**config.mk**
```make
export PLATFORM = sky130hd
export DESIGN_NAME = controle_escrita_registradores
export DESIGN_NICKNAME = d
export VERILOG_FILES = /design/src/rtl/controle_escrita_registradores.sv
export SDC_FILE = /design/constraint.sdc
export NUM_CORES = 1
export LEC_CHECK = 0
export CAP_MARGIN = 20
export CORE_ASPECT_RATIO = 1.4
export CORE_UTILIZATION = 44
export DETAILED_ROUTE_END_ITERATION = 6
export PLACE_DENSITY_LB_ADDON = 0.25
export RECOVER_POWER = 25
export SYNTH_ARGS = -nofsm -noshare
export SYNTH_HDL_FRONTEND = slang
export SYNTH_SLANG_ARGS = --single-unit
```
**constraint.sdc**
```tcl
create_clock -name clock -period 3.84 [get_ports clock]
set_input_delay 0.768 -clock clock [delete_from_list [all_inputs] [get_ports clock]]
set_output_delay 0.768 -clock clock [all_outputs]
set_load 0.01 [all_outputs]
```
**src/rtl/controle_escrita_registradores.sv**
```systemverilog
// -----------------------------------------------------------------------------
// controle_escrita_registradores
//
// Write-port controller for the register file (one write port, no reset of its
// own). Two writeback requesters share that port:
//   A = ULA, B = memória/E-S, arbitrated round-robin.
// Right after reset (when INICIALIZA=1) the block walks every address and writes
// zero, so the register file starts in a known state. While the write
// registers hold a pending write, same-cycle reads of that address are flagged
// as stale for the hazard logic.
//
// Handshake (valid/ready): req_X is valid, pronto_X is ready. A transfer
// happens on a rising clock edge where req_X && pronto_X. The requester keeps
// end_X/dados_X stable while req_X is high and not yet accepted. It may drop
// req_X without a transfer. pronto_X is combinational and never depends on
// anything the requester changes in the same cycle except req_A/req_B.
//
// Ports:
//   clock, reset_n            clock (rising edge), async active-low reset
//   req_A/end_A/dados_A       requester A write request, address, data
//   pronto_A                  grant to A
//   req_B/end_B/dados_B       requester B write request, address, data
//   pronto_B                  grant to B
//   endereco_E/dados/escreve_R registered register-file write port
//   ocupado                   high while the clear sequence runs
//   endereco_L1/endereco_L2   decoder read addresses (RS, RT)
//   conflito_L1/conflito_L2   read would return stale data this cycle
// -----------------------------------------------------------------------------
module controle_escrita_registradores #(
    parameter int NUM_REGS   = 32,
    parameter int END_LARG   = 5,
    parameter int LARGURA    = 32,
    parameter int INICIALIZA = 1
) (
    input  logic                clock,
    input  logic                reset_n,
    input  logic                req_A,
    input  logic [END_LARG-1:0] end_A,
    input  logic [LARGURA-1:0]  dados_A,
    output logic                pronto_A,
    input  logic                req_B,
    input  logic [END_LARG-1:0] end_B,
    input  logic [LARGURA-1:0]  dados_B,
    output logic                pronto_B,
    output logic [END_LARG-1:0] endereco_E,
    output logic [LARGURA-1:0]  dados,
    output logic                escreve_R,
    output logic                ocupado,
    input  logic [END_LARG-1:0] endereco_L1,
    input  logic [END_LARG-1:0] endereco_L2,
    output logic                conflito_L1,
    output logic                conflito_L2
);

    typedef enum logic {
        LIMPA = 1'b0,
        OPERA = 1'b1
    } estado_t;

    typedef enum logic {
        ULT_A = 1'b0,
        ULT_B = 1'b1
    } ultimo_t;

    localparam logic [END_LARG-1:0] ULTIMO_END = END_LARG'(NUM_REGS - 1);
    localparam logic [END_LARG-1:0] UM         = END_LARG'(1);
    localparam logic [END_LARG-1:0] ZERO_END   = '0;

    estado_t             estado;
    estado_t             prox_estado;
    ultimo_t             ultimo;
    logic [END_LARG-1:0] contador;
    logic                transf_A;
    logic                transf_B;

    // Next state and grants. Grants are only given in OPERA; on a tie the
    // requester that did not transfer last wins.
    always_comb begin
        prox_estado = estado;
        pronto_A    = 1'b0;
        pronto_B    = 1'b0;
        case (estado)
            LIMPA: begin
                if (contador == ULTIMO_END) begin
                    prox_estado = OPERA;
                end
            end
            OPERA: begin
                if (req_A && (!req_B || ultimo == ULT_B)) begin
                    pronto_A = 1'b1;
                end else if (req_B) begin
                    pronto_B = 1'b1;
                end
            end
            default: prox_estado = OPERA;
        endcase
    end

    assign transf_A = req_A && pronto_A;
    assign transf_B = req_B && pronto_B;
    assign ocupado  = (estado == LIMPA);

    always_ff @(posedge clock or negedge reset_n) begin
        if (!reset_n) begin
            estado     <= (INICIALIZA != 0) ? LIMPA : OPERA;
            ultimo     <= ULT_B;
            contador   <= '0;
            endereco_E <= '0;
            dados      <= '0;
            escreve_R  <= 1'b0;
        end else begin
            estado <= prox_estado;
            if (estado == LIMPA) begin
                // One zero-write per cycle, address 0 included.
                endereco_E <= contador;
                dados      <= '0;
                escreve_R  <= 1'b1;
                contador   <= contador + UM;
            end else begin
                if (transf_A) begin
                    ultimo <= ULT_A;
                end else if (transf_B) begin
                    ultimo <= ULT_B;
                end
                // Writes to $0 are accepted but never reach the register file.
                if (transf_A && end_A != ZERO_END) begin
                    endereco_E <= end_A;
                    dados      <= dados_A;
                    escreve_R  <= 1'b1;
                end else if (transf_B && end_B != ZERO_END) begin
                    endereco_E <= end_B;
                    dados      <= dados_B;
                    escreve_R  <= 1'b1;
                end else begin
                    escreve_R  <= 1'b0;
                end
            end
        end
    end

    // A read of the address being written this cycle sees the old value.
    // $0 is never stale, even during the clear.
    assign conflito_L1 = escreve_R && (endereco_E == endereco_L1) && (endereco_L1 != ZERO_END);
    assign conflito_L2 = escreve_R && (endereco_E == endereco_L2) && (endereco_L2 != ZERO_END);

endmodule

```
==> run_results.csv, run 1 <==
group,metric,value,unit
route,wl_per_cell,17.4,microns
clocking,path_clk_slew,0.09,ns
timing,drv_slew,42,
route,drt_iter0_markers,220,
floorplanning,die_w,67.2,microns
synth,yosys_warnings,0,
floorplanning,coreArea,5610,sq um
worst_setup_path,crit_type,"input pin to primary output",
worst_setup_path,crit_required,3.07,ns
route,vias,2881,
clocking,post_cts_buffers,0,
floorplanning,die_y,93.3,microns
synth,yosysTopAreaCellShare,42.0,%
worst_setup_path,arrival,2.31,ns
synth,synth_nets,379,
timing,relSlewSlack,-54.0,%
pwr,leakagePower,1.50,nW
worst_setup_path,reg2reg_depth,5,
route,via_per_inst,6.14,
timing,fin_setup_tns,0,ns
clocking,cts_root_buf,"clkbuf_8",
worst_setup_path,r2r_end,"endereco_E[0]",
route,wirelength,8.17,mm
timing,hold_viol_final,0,
run_status,status,"complete, but fails checks",
timing,min_period,3.08,ns
cells_and_area,num_antenna_cells,0,
floorplanning,initial_core_util,46.8,%
cells_and_area,fin_area,4000,sq um
cells_and_area,drive_above_1_share,5.99,%
synth,ys_ff_latch,45,
timing,fin_skew,0.00826,ns
clocking,cts_buffers,5,
clocking,ctsHtreeMaxLevel,2,
pwr,cellPowerDensity,353,nW/um^2
timing,max_freq,325,MHz
grt,grt_usage,26.6,%
worst_setup_path,rr_startpoint,"estado",
floorplanning,io_pins,131,
synth,synthCells,289,
place,place_ws,0.563,ns
worst_setup_path,worstPathMaxFanout,2,
worst_setup_path,crit_path_end_kind,"primary output",
cells_and_area,final_nets,490,
synth,ys_seq_area_share,43.0,%
clocking,cts_hold_buf,0,
grt,grt_max_degree,74,
clocking,clk_latency,0.29,ns
place,routabilityCongestion,0.825,
place,placed_area,3910,sq um
synth,synth.distinct_cells,37,
place,portBuffers,130,
timing,grt_setup_unrepaired,"no",
grt,antenna_found_initial,0,
route,ant_nets,0,
synth,synth_area,2620,sq um
place,dpl.cell_count,460,
timing,finalCritPeriodShare,80.1,%
worst_setup_path,r2r_setup_slack,1.15,ns
job,maxCapViolCount,1,
run_status,failed_checks,"max-capacitance violations, max-slew violations",
timing,setup_viol,0,
route,drc,0,
clocking,cts_tree,"built",
grt,grt_pass1_wl,12.8,mm
synth,yosys.area.top_type,"dfrtp_1",
grt,overflow,0,
floorplanning,rows,32,
worst_setup_path,startpoint_type,"input pin",
floorplanning,dieArea,6270,sq um
place,place_hpwl,5.58,mm
min_path,hold_path_class,"input pin to async pin",
clocking,post_cts_resized,0,
pwr,peakVddDrop,0.274,mV
route,dr.pass1.iters,5,
synth,synth.area.top_cells,"dfrtp_1 42%, a221oi_1 11%, a31oi_1 7.6%",
timing,worst_slack,0.765,ns
synth,postSynthAreaPerCell,9.07,sq um
timing,worstMarginPinSlew,2.31,ns
grt,grt_pass1_vias,2761,
cells_and_area,instances_no_fill,469,
cells_and_area,syn_to_final_growth,52.5,%
clocking,cts_sinks,45,
clocking,clk_path_buf_depth,2,
[state kept, by name, indices dropped and copies added, names as in the netlist]
| signal | flops |
|---|---|
| escreve_R | 1 |
| endereco_E | 5 |
| estado | 1 |
| contador | 5 |
| dados | 32 |
| ultimo | 1 |
[metrics by stage]
stage,hold WS (ns),util [%],total power [mW]
after detailed placement,0.500,69.8,1.13
after CTS,0.513,71.3,1.42
final,0.295,71.3,1.41
after global routing,0.297,71.3,1.49
after global placement,0.472,69.8,1.12
after floorplan,0.458,-,0.832
[worst max-delay path, stage by stage]
cell             delay (ns)
clkdlybuf4s50_1        0.52
nor4_1                 0.07
nor3_1                 0.14
a21oi_1                0.06
nor3_1                 0.19
clkdlybuf4s50_1        0.56
[per-layer routing]
layer	wire, microns	GRT usage, %	part of all wire, %	vias up
met5	0	0	0	-
met4	224	11.7	2.7	0
met3	488	5.12	6.0	20
met2	4390	45.5	54	128
met1	3070	31.4	38	1388
li1	-	-	-	1345
[cells by family (layout without fill, tap and decap cells)]
family | after synthesis | after routing | synth area share (%)
adder cells (fa/ha/maj) | 2 | 2 | 0.955
XOR/XNOR | 11 | 11 | 3.68
AND/OR/NAND/NOR | 68 | 68 | 13.2
multiplexers | 2 | 2 | 0.859
AO/OA/AOI/OAI | 120 | 120 | 31.2
buffers and inverters | 41 | 153 | 7.16
flip-flops | 45 | 45 | 43.0
[layout by cell type (no fill, tap or decap), drive strengths merged, types with 3 or more instances in the layout]
master         count
a31oi             32
o21ai             34
nor2               6
a221oi            33
nand2              7
dfrtp             44
a2111oi            3
a21oi              4
inv                5
xor2               3
nand3             36
or2                3
clkbuf             8
buf                8
xnor2              8
clkinv             3
nor3               6
a211oi             7
nor4               3
clkdlybuf4s50    129
[how the worst max path moves through the flow]
stage	end	start	slack (ns)
5_1_grt	contador[4]	reset_n	0.66
3_5_place_dp	endereco_E[3]	end_A[1]	0.56
4_1_cts	conflito_L1	endereco_L1[1]	0.77
2_1_floorplan	pronto_A	req_B	1.46
6_report	conflito_L1	endereco_L1[1]	0.76
3_3_place_gp	endereco_E[3]	end_A[1]	0.59
[report_power, final]
| group | internal, mW | switching (mW) | total, mW | leakage (nW) |
|---|---|---|---|---|
| logic | 0.301 | 0.219 | 0.520 | 0.936 |
| registers | 0.550 | 0.0548 | 0.604 | 0.524 |
| clock network | 0.126 | 0.159 | 0.285 | 0.0450 |
| total | 0.977 | 0.432 | 1.41 | 1.50 |
[cell usage after synthesis]
master,n
a2111oi_0,3
a211o_1,1
a211oi_1,7
a21o_1,1
a21oi_1,4
a221oi_1,33
a22o_1,1
a31oi_1,32
a32oi_1,1
and2_1,2
and3_1,1
buf_1,2
buf_2,3
buf_6,4
clkbuf_1,26
clkinv_1,1
dfrtp_1,44
dfstp_2,1
ha_1,2
inv_1,5
mux2_2,2
nand2_1,7
nand2b_1,1
nand3_1,36
nor2_1,6
nor2b_1,2
nor3_1,6
nor4_1,3
o211ai_1,2
o21ai_0,34
o32a_1,1
or2_0,1
or2_1,1
or2_2,1
or4_4,1
xnor2_1,8
xor2_1,3
[layout make-up]
type / count / area, sq um
clock buffers: 6 / 72.6
clock inverters: 2 / 10.0
fillers: 447 / 1610
inverters: 6 / 22.5
multi-input cells: 203 / 1320
flip-flops and latches: 45 / 1130
well taps: 68 / 85.1
repair buffers: 139 / 1360
Power figures use the tool's default switching activity.
==> run 2: changes to the inputs <==
--- a/config.mk
+++ b/config.mk
@@ -7,7 +7,7 @@
 export LEC_CHECK = 0
 export CAP_MARGIN = 20
 export CORE_ASPECT_RATIO = 1.4
-export CORE_UTILIZATION = 44
+export CORE_UTILIZATION = 41
 export DETAILED_ROUTE_END_ITERATION = 6
 export PLACE_DENSITY_LB_ADDON = 0.25
 export RECOVER_POWER = 25
==> constraint.sdc (replaced) <==
create_clock -name clock -period 2.9 [get_ports clock]
set_input_delay 0.58 -clock clock [delete_from_list [all_inputs] [get_ports clock]]
set_output_delay 0.58 -clock clock [all_outputs]
set_load 0.01 [all_outputs]
==> run_results.csv, run 2 (synthesis gave the netlist of run 1 again) <==
group,metric,value,unit
place,place_ws,0.0225,ns
route,wl_met2,4.34,mm
clocking,clk_latency,0.30,ns
clocking,path_clk_slew,0.09,ns
cells_and_area,top_regs,"dados (32), contador (5), endereco_E (5)",
clocking,post_cts_buffers,0,
route,maxUsedRoutingLayer,"met4",
floorplanning,die_w,69.6,microns
cells_and_area,largest-register,"dados",
route,drc,0,
timing,worstMarginPinSlew,1.75,ns
clocking,post_cts_resized,0,
floorplanning,dieArea,6720,sq um
grt,grt_pass1_wl,13.7,mm
route,vias,2874,
timing,grt_setup_unrepaired,"no",
place,portBuffers,130,
grt,antenna_found_initial,0,
timing,drv_slew,39,
timing,fin_setup_tns,0,ns
timing,worst_slack,0.159,ns
worst_setup_path,crit_type,"input pin to primary output",
grt,grt_max_degree,49,
timing,holdWs,0.174,ns
worst_setup_path,arrival,2.16,ns
pwr,leakagePower,1.54,nW
clocking,cts_sinks,45,
run_status,status,"complete, but fails checks",
route,wirelength,8.19,mm
worst_setup_path,crit_required,2.32,ns
job,maxCapViolCount,1,
place,routabilityCongestion,0.870,
floorplanning,io_pins,131,
clocking,cts_tree,"built",
clocking,cts_root_buf,"clkbuf_8",
floorplanning,initial_core_util,42.2,%
clocking,ctsHtreeMaxLevel,2,
cells_and_area,largest_register_ffs,32,
route,dr_wl_met3,430,microns
floorplanning,coreArea,6210,sq um
cells_and_area,mostFrequentLayoutCell,"clkdlybuf4s50_1",
grt,grt_usage,25.0,%
timing,fin_skew,0.00842,ns
cells_and_area,final_cell_mix,"129 x clkdlybuf4s50_1, 44 x dfrtp_1, 36 x nand3_1, 34 x o21ai_0, 33 x a221oi_1",
floorplanning,die_y,96.6,microns
timing,min_period,2.74,ns
cells_and_area,fin_area,4080,sq um
worst_setup_path,worstPathMaxFanout,5,
route,wl_per_cell,17.2,microns
cells_and_area,syn_to_final_growth,55.7,%
run_status,failed_checks,"max-capacitance violations, max-slew violations",
grt,grt_pass1_vias,2961,
worst_setup_path,crit_path_end_kind,"primary output",
cells_and_area,drive_above_1_share,6.93,%
clocking,clk_path_buf_depth,2,
clocking,cts_hold_buf,0,
worst_setup_path,r2r_setup_slack,0.65,ns
floorplanning,rows,34,
route,drt_iter0_markers,309,
min_path,hold_path_class,"input pin to async pin",
timing,finalCritPeriodShare,94.5,%
route,ant_nets,0,
route,met1_length,3.24,mm
place,place_hpwl,5.54,mm
clocking,cts_buffers,5,
place,placed_area,3950,sq um
worst_setup_path,startpoint_type,"input pin",
timing,max_freq,365,MHz
cells_and_area,num_antenna_cells,0,
timing,setup_viol,0,
cells_and_area,final_nets,493,
route,dr.pass1.iters,4,
grt,overflow,0,
pwr,peakVddDrop,0.307,mV
pwr,cellPowerDensity,491,nW/um^2
timing,relSlewSlack,-16.6,%
timing,hold_viol_final,0,
route,via_per_inst,6.04,
[run 2: layout make-up]
cell class                      count  area, sq um
Clock buffer                        6         82.6
Clock inverter                      2         37.5
Fill cell                         526         2130
Inverter                            6         22.5
Multi-Input combinational cell    203         1320
Sequential cell                    45         1130
Tap cell                           72         90.1
Timing Repair Buffer              142         1400
[run 2: per-stage QoR]
stage	cells	utilization, %	power, mW
after global routing	476	65.7	2.10
final	476	65.7	2.00
after detailed placement	467	63.6	1.51
after floorplan	289	-	1.10
after CTS	475	65.6	2.01
after global placement	467	63.6	1.50
[run 2: final timing paths]
check                             from            end  cells after the start
min reg2reg                contador[0]    contador[0]                      1
min                            reset_n      dados[29]                      1
min in group clock         contador[0]    contador[0]                      1
max in group asynchronous      reset_n  endereco_E[0]                      2
max reg2reg                     ultimo      dados[17]                      7
max                              req_A       pronto_A                      5
[run 2: worst max-delay path: stages]
cell	delay, ns
clkdlybuf4s50_1	0.55
and2_1	0.23
nand2_1	0.13
inv_2	0.10
clkdlybuf4s50_1	0.58
[run 2: layer usage]
layer / vias to the layer above / GRT usage (%)
li1: 1357 / -
met1: 1399 / 29.6
met2: 104 / 44.5
met3: 14 / 5.31
met4: 0 / 8.01
met5: - / 0
[run 2: where the power goes]
part           switching [mW]  internal [mW]
Sequential             0.0766          0.728
Clock                   0.223          0.280
Combinational           0.290          0.405
Total                   0.590           1.41
